## config.mk

```make
export PLATFORM = sky130hd
export DESIGN_NAME = seq_det_param
export DESIGN_NICKNAME = d
export VERILOG_FILES = /design/src/rtl/seq_det_pkg.sv /design/src/rtl/seq_det_shreg.sv /design/src/rtl/seq_det_param.sv
export SDC_FILE = /design/constraint.sdc
export NUM_CORES = 1
export LEC_CHECK = 0
export CORE_MARGIN = 3
export CORE_UTILIZATION = 41
export CTS_CLUSTER_DIAMETER = 120
export DETAILED_ROUTE_END_ITERATION = 8
export GPL_TIMING_DRIVEN = 0
export PLACE_DENSITY = 0.71
export SLEW_MARGIN = 20
export SYNTH_ARGS = -nofsm -noshare
export SYNTH_HDL_FRONTEND = slang
export SYNTH_SLANG_ARGS = --single-unit
export TNS_END_PERCENT = 50
```

## constraint.sdc

```tcl
create_clock -name ck -period 1.34 [get_ports ck]
set_input_delay 0.134 -clock ck [delete_from_list [all_inputs] [get_ports ck]]
set_output_delay 0.134 -clock ck [all_outputs]
set_load 0.005 [all_outputs]
```

## src/rtl/seq_det_pkg.sv

```systemverilog
// Shared definitions for the parametrised serial sequence detector:
// state encodings, default parameter values and a width helper.
package seq_det_pkg;

    typedef enum logic [1:0] {
        ST_IDLE  = 2'd0,
        ST_PART  = 2'd1,
        ST_ARMED = 2'd2
    } state_e;

    localparam int         N_DEF       = 4;
    localparam logic [3:0] PATTERN_DEF = 4'b1011;
    localparam int         CW_DEF      = 8;

    // Bits needed to hold a fill count from 0 up to and including n.
    function automatic int fill_width(input int n);
        return $clog2(n + 1);
    endfunction

endpackage

```

## src/rtl/seq_det_shreg.sv

```systemverilog
// N-bit history shift register with a saturating fill counter.
// Exposes the shifted/incremented candidates so the top can decide a match before the edge.
module seq_det_shreg
    import seq_det_pkg::*;
#(
    parameter int N = N_DEF,
    localparam int FW = fill_width(N)
) (
    input  logic          ck,
    input  logic          rst,
    input  logic          en,
    input  logic          clr,
    input  logic          fill_clr,
    input  logic          din,
    output logic [N-1:0]  hist_q,
    output logic [FW-1:0] fill_q,
    output logic [N-1:0]  hist_sh,
    output logic [FW-1:0] fill_inc
);

    localparam logic [FW-1:0] FILL_MAX = FW'(N);

    logic [N-1:0]  hist_d;
    logic [FW-1:0] fill_d;

    always_comb begin
        hist_sh  = {hist_q[N-2:0], din};
        fill_inc = (fill_q == FILL_MAX) ? fill_q : fill_q + FW'(1);

        // NOTE: every always_comb output gets a default first so no path leaves it unassigned (no latch).
        hist_d = hist_q;
        fill_d = fill_q;
        if (clr) begin
            hist_d = '0;
            fill_d = '0;
        end else if (en) begin
            hist_d = hist_sh;
            fill_d = fill_clr ? '0 : fill_inc;
        end
    end

    // NOTE: state flops use non-blocking assignments so all registers update from pre-edge values.
    always_ff @(posedge ck or posedge rst) begin
        if (rst) begin
            hist_q <= '0;
            fill_q <= '0;
        end else begin
            hist_q <= hist_d;
            fill_q <= fill_d;
        end
    end

endmodule

```

## src/rtl/seq_det_param.sv

```systemverilog
// Serial-bit sequence detector against a runtime-loadable N-bit pattern, overlapping or not.
// Define SEQ_DET_MATCH_COUNT_EN to add the saturating match_cnt output.
module seq_det_param
    import seq_det_pkg::*;
#(
    parameter int           N       = N_DEF,
    parameter logic [N-1:0] PATTERN = N'(PATTERN_DEF),
    parameter int           CW      = CW_DEF
) (
    input  logic          ck,
    input  logic          rst,
    input  logic          en,
    input  logic          din,
    input  logic          ovl,
    input  logic          cfg_load,
    input  logic [N-1:0]  cfg_pat,
    output logic          dout,
    output logic [1:0]    state
`ifdef SEQ_DET_MATCH_COUNT_EN
    ,
    output logic [CW-1:0] match_cnt
`endif
);

    localparam int            FW       = fill_width(N);
    localparam logic [FW-1:0] FILL_MAX = FW'(N);

    logic [N-1:0]  hist_q;
    logic [N-1:0]  hist_sh;
    logic [FW-1:0] fill_q;
    logic [FW-1:0] fill_inc;
    logic [N-1:0]  pat_q;
    logic [N-1:0]  pat_d;
    logic          dout_q;
    logic          dout_d;
    logic          match;
    logic          fill_clr;
    state_e        state_s;

    seq_det_shreg #(.N(N)) u_shreg (
        .ck       (ck),
        .rst      (rst),
        .en       (en),
        .clr      (cfg_load),
        .fill_clr (fill_clr),
        .din      (din),
        .hist_q   (hist_q),
        .fill_q   (fill_q),
        .hist_sh  (hist_sh),
        .fill_inc (fill_inc)
    );

    // A match is judged on the post-shift window; a load always wins and drops the sample.
    always_comb begin
        match    = en && !cfg_load && (fill_inc == FILL_MAX) && (hist_sh == pat_q);
        fill_clr = match && !ovl;
        pat_d    = cfg_load ? cfg_pat : pat_q;
        dout_d   = match;
    end

    always_ff @(posedge ck or posedge rst) begin
        if (rst) begin
            pat_q  <= PATTERN;
            dout_q <= 1'b0;
        end else begin
            pat_q  <= pat_d;
            dout_q <= dout_d;
        end
    end

    always_comb begin
        state_s = ST_PART;
        if (fill_q == '0) begin
            state_s = ST_IDLE;
        end else if (fill_q == FILL_MAX) begin
            state_s = ST_ARMED;
        end
    end

    assign dout  = dout_q;
    assign state = state_s;

`ifdef SEQ_DET_MATCH_COUNT_EN
    logic [CW-1:0] cnt_q;
    logic [CW-1:0] cnt_d;

    // Counts on the same edge that raises dout, so the two move together.
    always_comb begin
        cnt_d = cnt_q;
        if (cfg_load) begin
            cnt_d = '0;
        end else if (match && (cnt_q != '1)) begin
            cnt_d = cnt_q + CW'(1);
        end
    end

    always_ff @(posedge ck or posedge rst) begin
        if (rst) begin
            cnt_q <= '0;
        end else begin
            cnt_q <= cnt_d;
        end
    end

    assign match_cnt = cnt_q;
`else
    // Counter width only matters when the counter is built; keep an elaboration marker for bad sizes.
    if (CW < 1 || N < 2 || N > 16) begin : g_illegal_params
    end
`endif

endmodule

```

==> impl_metrics.py, run 1 <==
metrics = {
    "clock_tree": {
        "ctsLongestPathBuffers": 2,
        "cts.sinks": 11,
        "clock_latency_ns": 0.27,
        "cts_tree": "done",
        "htree_num_levels": 1,
        "cts-hold-fix-buffers": 0,
        "clk_pin_slew_worst_paths_ns": 0.08,
        "root_buffer": "clkbuf_4",
        "cts-buffers-inserted": 3,
    },
    "timing": {
        "maxSlewViolCount": 0,
        "period_minus_slack_ns": 1.49,
        "worstMarginPinSlew_ns": 0.472,
        "hold_slack_ns": 0.145,
        "hold_violations": 0,
        "setup_slack_ns": -0.151,
        "fmax_ghz": 0.671,
        "setup_viol": 2,
        "rsz0062_at_grt": "true",
        "period_share": 1.11,
        "relSlewSlack": 0.685,
        "finalClockSkew_ns": 0.00835,
    },
    "routing": {
        "num_vias": 413,
        "dr.pass1.iters": 3,
        "dr_wl_met2_um": 516,
        "wl_per_cell_um": 11.5,
        "drt-initial-drc-count": 3,
        "top_layer_used": "met4",
        "wl_met3_um": 51,
        "wirelength_um": 990,
        "wl_met1_um": 412,
        "drc": 0,
        "ant_nets": 0,
        "avgViaCountPerCell": 4.80,
    },
    "floorplanning": {
        "die_x_um": 42.8,
        "dieHeight_um": 42.8,
        "die-area_um2": 1830,
        "num_io_pins": 13,
        "initial_utilization": 0.467,
        "coreArea_um2": 1190,
        "fp-row-count": 12,
    },
    "final_layout": {
        "final_nets": 85,
        "postLayoutCellArea_um2": 762,
        "n_fill_cell": 111,
        "final_common_cell": "clkdlybuf4s50_1",
        "area_growth_pct": 37.5,
        "drive_above_1_share": 0.319,
        "final_cell_mix": "clkdlybuf4s50_1 (9), dfrtp_1 (8), nor2_1 (7)",
        "antenna_cells": 0,
    },
    "run_status": {
        "violations": "setup timing",
        "status": "finished, violations left",
    },
    "worst_hold_path": {
        "min_path_type": "in2async",
    },
    "yosys": {
        "ys.flop_type": "dfrtp_1",
        "synth_edf_count": 0,
        "syn_nets": 64,
        "ys_types": 19,
        "seq_area_frac_synth": 0.503,
        "yosysWarnings": 0,
        "synthArstFlopShare": 1.00,
        "syn_area_per_cell_um2": 10.7,
        "ys_seq_elements": 11,
        "syn_area_um2": 554,
        "synth_cells": 52,
    },
    "worst_setup_path": {
        "critPathLaunchType": "flip-flop",
        "cp_max_fo": 3,
        "crit_path_end_kind": "flip-flop",
        "critPathKind": "reg2reg",
        "required_ns": 1.54,
        "arrival_ns": 1.69,
    },
    "placed_design": {
        "hpwl_um": 725,
        "gp_congestion": 0.731,
        "placed_area_um2": 694,
        "io_buffers": 11,
    },
    "power_and_ir_drop": {
        "power_leakage_nw": 0.364,
        "power.density_nw_per_um2": 1010,
        "irDropWorstVdd_v": 0.000676,
    },
    "grt": {
        "grt_pass1_vias": 413,
        "grt_overflow": 0,
        "track_usage": 0.114,
        "antenna_found_initial": 0,
        "grt_start_max_net_pins": 12,
        "grt_pass1_wl_um": 1560,
    },
    "run": {
        "maxCapViolCount": 0,
    },
}
-- path summary, 6_finish.rpt --
| kind | from | to | slack [ns] | cells past startpoint |
|---|---|---|---|---|
| worst max-delay path | u_shreg.fill_q[0] | dout | -0.15 | 6 |
| worst min-delay path | rst | dout | 0.15 | 2 |
| worst max register to register | u_shreg.fill_q[0] | dout | -0.15 | 6 |
| worst min register to register | pat_q[2] | pat_q[2] | 0.54 | 1 |
| max in group asynchronous | rst | pat_q[1] | 0.88 | 2 |
| min in group ck | en | dout | 0.33 | 3 |
-- worst max-delay path, stage by stage (launching register included) --
cell,delay (ns)
dfrtp_1,0.39
inv_2,0.08
ha_4,0.14
nand2_4,0.06
xnor2_2,0.15
or4_1,0.50
nor2_1,0.11
-- sequential cells by signal, summed over array words and instances (netlist names) --
name and cells:
dout 1, pat_q 4, u_shreg.fill_q 3, u_shreg.hist_q 3
-- through the flow --
| step | setup WS, ns | total power, mW | std cells | TNS, ns | util |
|---|---|---|---|---|---|
| 2_1_floorplan | -0.0916 | 0.472 | 52 | -0.0930 | - |
| 3_3_place_gp | -0.189 | 0.521 | 77 | -0.845 | 0.585 |
| 3_5_place_dp | -0.187 | 0.526 | 77 | -0.879 | 0.585 |
| 4_1_cts | -0.149 | 0.757 | 83 | -0.188 | 0.620 |
| 5_1_grt | -0.203 | 0.812 | 86 | -0.256 | 0.642 |
| 6_report | -0.151 | 0.770 | 86 | -0.167 | 0.642 |
-- cells in the mapped netlist (2+ instances only) --
| library cell | count | area [µm²] |
|---|---|---|
| clkbuf_1 | 2 | 7.51 |
| dfrtp_1 | 8 | 200 |
| dfstp_2 | 3 | 78.8 |
| ha_1 | 2 | 25.0 |
| inv_1 | 5 | 18.8 |
| mux2_2 | 4 | 45.0 |
| mux2i_1 | 4 | 40.0 |
| nand2_1 | 2 | 7.51 |
| nand3_1 | 2 | 10.0 |
| nor2_1 | 7 | 26.3 |
| xnor2_1 | 5 | 43.8 |
-- power breakdown --
| part | total, mW | internal [mW] | switching [mW] |
|---|---|---|---|
| Sequential | 0.376 | 0.361 | 0.0154 |
| Clock | 0.224 | 0.110 | 0.114 |
| Combinational | 0.169 | 0.101 | 0.0684 |
| Total | 0.770 | 0.572 | 0.198 |
-- cell type report --
cell class	instances	area (µm²)	area share
Inverter	6	22.5	0.0296
Buffer	2	7.51	0.00985
Clock buffer	3	22.5	0.0296
Clock inverter	1	5.00	0.00657
Timing Repair Buffer	16	138	0.181
Multi-Input combinational cell	33	270	0.355
Sequential cell	11	279	0.366
Tap cell	14	17.5	0.0230
-- metal layers --
layer	up-vias	global-route usage
li1	208	-
met1	193	0.126
met2	10	0.192
met3	2	0.0381
met4	0	0.0559
met5	-	0
-- logic make-up (layout without fill, tap and decap cells) --
group | after synthesis | count (layout) | share of synthesized area
buffers and inverters | 8 | 28 | 0.0542
and+or+nand+nor | 15 | 15 | 0.124
xor gates and xnor gates | 6 | 6 | 0.0948
muxes | 8 | 8 | 0.153
AOI/OAI and AO/OA | 2 | 2 | 0.0248
DFF | 11 | 11 | 0.503
adders and majority gates | 2 | 2 | 0.0451
-- timing repair --
action                     in CTS  in global routing
pin swaps                       0                  3
hold endpoints to repair        0                  0
buffers inserted                2                  3
cloned                          0                  0
resized for setup               3                  6
setup endpoints to repair       4                  4
Power figures use the tool's default switching activity.
==> run 2, diff against run 1 <==
--- a/config.mk
+++ b/config.mk
@@ -15,4 +15,3 @@
 export SYNTH_ARGS = -nofsm -noshare
 export SYNTH_HDL_FRONTEND = slang
 export SYNTH_SLANG_ARGS = --single-unit
-export TNS_END_PERCENT = 50
==> impl_metrics.py, run 2 (synthesized netlist as in run 1, its figures left out) <==
metrics = {
    "worst_setup_path": {
        "worst_r2r_endpoint": "dout",
        "critPathBufInv": 1,
        "reg2reg_from": "u_shreg.fill_q[0]",
        "r2r_cells": 6,
        "cp_cell_sequence": "inv_2 -> ha_4 -> nand2_4 -> xnor2_2 -> or4_1 -> nor2_1",
        "slowest_delay_ns": 0.51,
        "cp_slowest_cell": "or4_1",
        "arrival_ns": 1.69,
        "cp_max_fo": 3,
        "crit_path_end_kind": "flip-flop",
        "required_ns": 1.54,
        "critPathKind": "reg2reg",
        "rrSetupSlack_ns": -0.15,
        "critPathLaunchType": "flip-flop",
        "critPathLaunch": "u_shreg.fill_q[0]",
        "critPathTopFamily": "simple AND/OR/NAND/NOR gates",
    },
    "timing": {
        "setup_viol": 2,
        "worstMarginPinSlew_ns": 0.454,
        "relSlewSlack": 0.698,
        "setup_slack_ns": -0.154,
        "finalClockSkew_ns": 0.00306,
        "period_minus_slack_ns": 1.49,
        "hold_violations": 0,
        "period_share": 1.12,
        "maxSlewViolCount": 0,
        "rsz0062_at_grt": "true",
        "fmax_ghz": 0.669,
        "hold_slack_ns": 0.155,
    },
    "power_and_ir_drop": {
        "power_frac_comb": 0.205,
        "clkPwrFrac": 0.296,
        "swShare": 0.255,
        "p_seq_frac": 0.499,
        "irDropWorstVdd_v": 0.000708,
        "power_leakage_nw": 0.350,
        "power.density_nw_per_um2": 1010,
        "switching_power_mw": 0.192,
        "p_int_mw": 0.560,
    },
    "clock_tree": {
        "cts.sinks": 11,
        "root_buffer": "clkbuf_4",
        "ctsLongestPathBuffers": 2,
        "cts_tree": "done",
        "clk_pin_slew_worst_paths_ns": 0.07,
        "htree_num_levels": 1,
        "clock_latency_ns": 0.26,
        "cts-buffers-inserted": 3,
    },
    "floorplanning": {
        "dieHeight_um": 42.8,
        "coreArea_um2": 1190,
        "fp-row-count": 12,
        "initial_utilization": 0.467,
        "die-area_um2": 1830,
        "num_io_pins": 13,
        "die_x_um": 42.8,
    },
    "placed_design": {
        "place_ws_ns": -0.185,
        "hpwl_um": 672,
        "gp_congestion": 0.733,
        "placed_area_um2": 694,
        "io_buffers": 11,
    },
    "run": {
        "maxCapViolCount": 0,
    },
    "worst_hold_path": {
        "min_path_type": "in2async",
    },
    "run_status": {
        "status": "finished, violations left",
        "violations": "setup timing",
    },
    "final_layout": {
        "final_cell_mix": "clkdlybuf4s50_1 (9), dfrtp_1 (8), nor2_1 (7)",
        "largest_register_ffs": 4,
        "area_growth_pct": 34.3,
        "final_common_cell": "clkdlybuf4s50_1",
        "postLayoutCellArea_um2": 744,
        "drive_above_1_share": 0.275,
        "final_nets": 82,
        "largest_register": "pat_q",
        "reg_top3": "pat_q x4, u_shreg.fill_q x3, u_shreg.hist_q x3",
        "antenna_cells": 0,
    },
    "routing": {
        "dr.pass1.iters": 4,
        "num_vias": 414,
        "wirelength_um": 927,
        "wl_per_cell_um": 11.2,
        "avgViaCountPerCell": 4.99,
        "ant_nets": 0,
        "drt-initial-drc-count": 5,
        "drc": 0,
    },
    "grt": {
        "track_usage": 0.112,
        "grt_overflow": 0,
        "grt_start_max_net_pins": 12,
        "grt_pass1_wl_um": 1500,
        "grt_pass1_vias": 386,
        "antenna_found_initial": 0,
    },
}
-- run 2: layout make-up --
cell class | count | area [µm²]
multi-input combinational | 33 | 270
tap | 14 | 17.5
fill | 114 | 442
sequential | 11 | 279
clock inverter | 1 | 5.00
inverter | 6 | 22.5
clock buffer | 3 | 22.5
buffer | 2 | 7.51
timing repair buffer | 13 | 120
-- run 2: worst max-delay path by stage --
stage | endpoint | slack [ns] | cells after the start
finish | dout | -0.15 | 6
global route | dout | -0.21 | 6
CTS | dout | -0.15 | 6
detailed placement | pat_q[2] | -0.19 | 3
global placement | pat_q[2] | -0.18 | 3
floorplan | dout | -0.09 | 6
-- run 2: through the flow --
step | utilization | TNS (ns) | instances | total power, mW
global route | 0.628 | -0.288 | 83 | 0.804
global placement | 0.585 | -0.820 | 77 | 0.521
CTS | 0.620 | -0.207 | 83 | 0.760
detailed placement | 0.585 | -0.877 | 77 | 0.524
floorplan | - | -0.103 | 52 | 0.472
finish | 0.628 | -0.189 | 83 | 0.752
-- run 2: routing by layer --
metal  routed length, µm  vias up  GRT usage
met4                  25        0     0.0745
met2                 468       10      0.186
met3                  55        4     0.0424
met5                   0        -          0
met1                 377      198      0.115
li1                    -      202          -
-- run 2: repair_timing --
action | CTS | global route
hold endpoints to repair | 0 | 0
hold buffers | 0 | 0
pin swaps | 0 | 2
resized for setup | 3 | 5
setup endpoints to repair | 4 | 4
buffers inserted | 2 | 0
-- run 2: power groups by stage --
stage / logic, mW / clock network [mW] / registers, mW
6_report: 0.154 / 0.222 / 0.376
5_1_grt: 0.171 / 0.254 / 0.380
4_1_cts: 0.148 / 0.237 / 0.375
3_5_place_dp: 0.141 / 0 / 0.382
3_3_place_gp: 0.138 / 0 / 0.383
2_1_floorplan: 0.0927 / 0 / 0.379
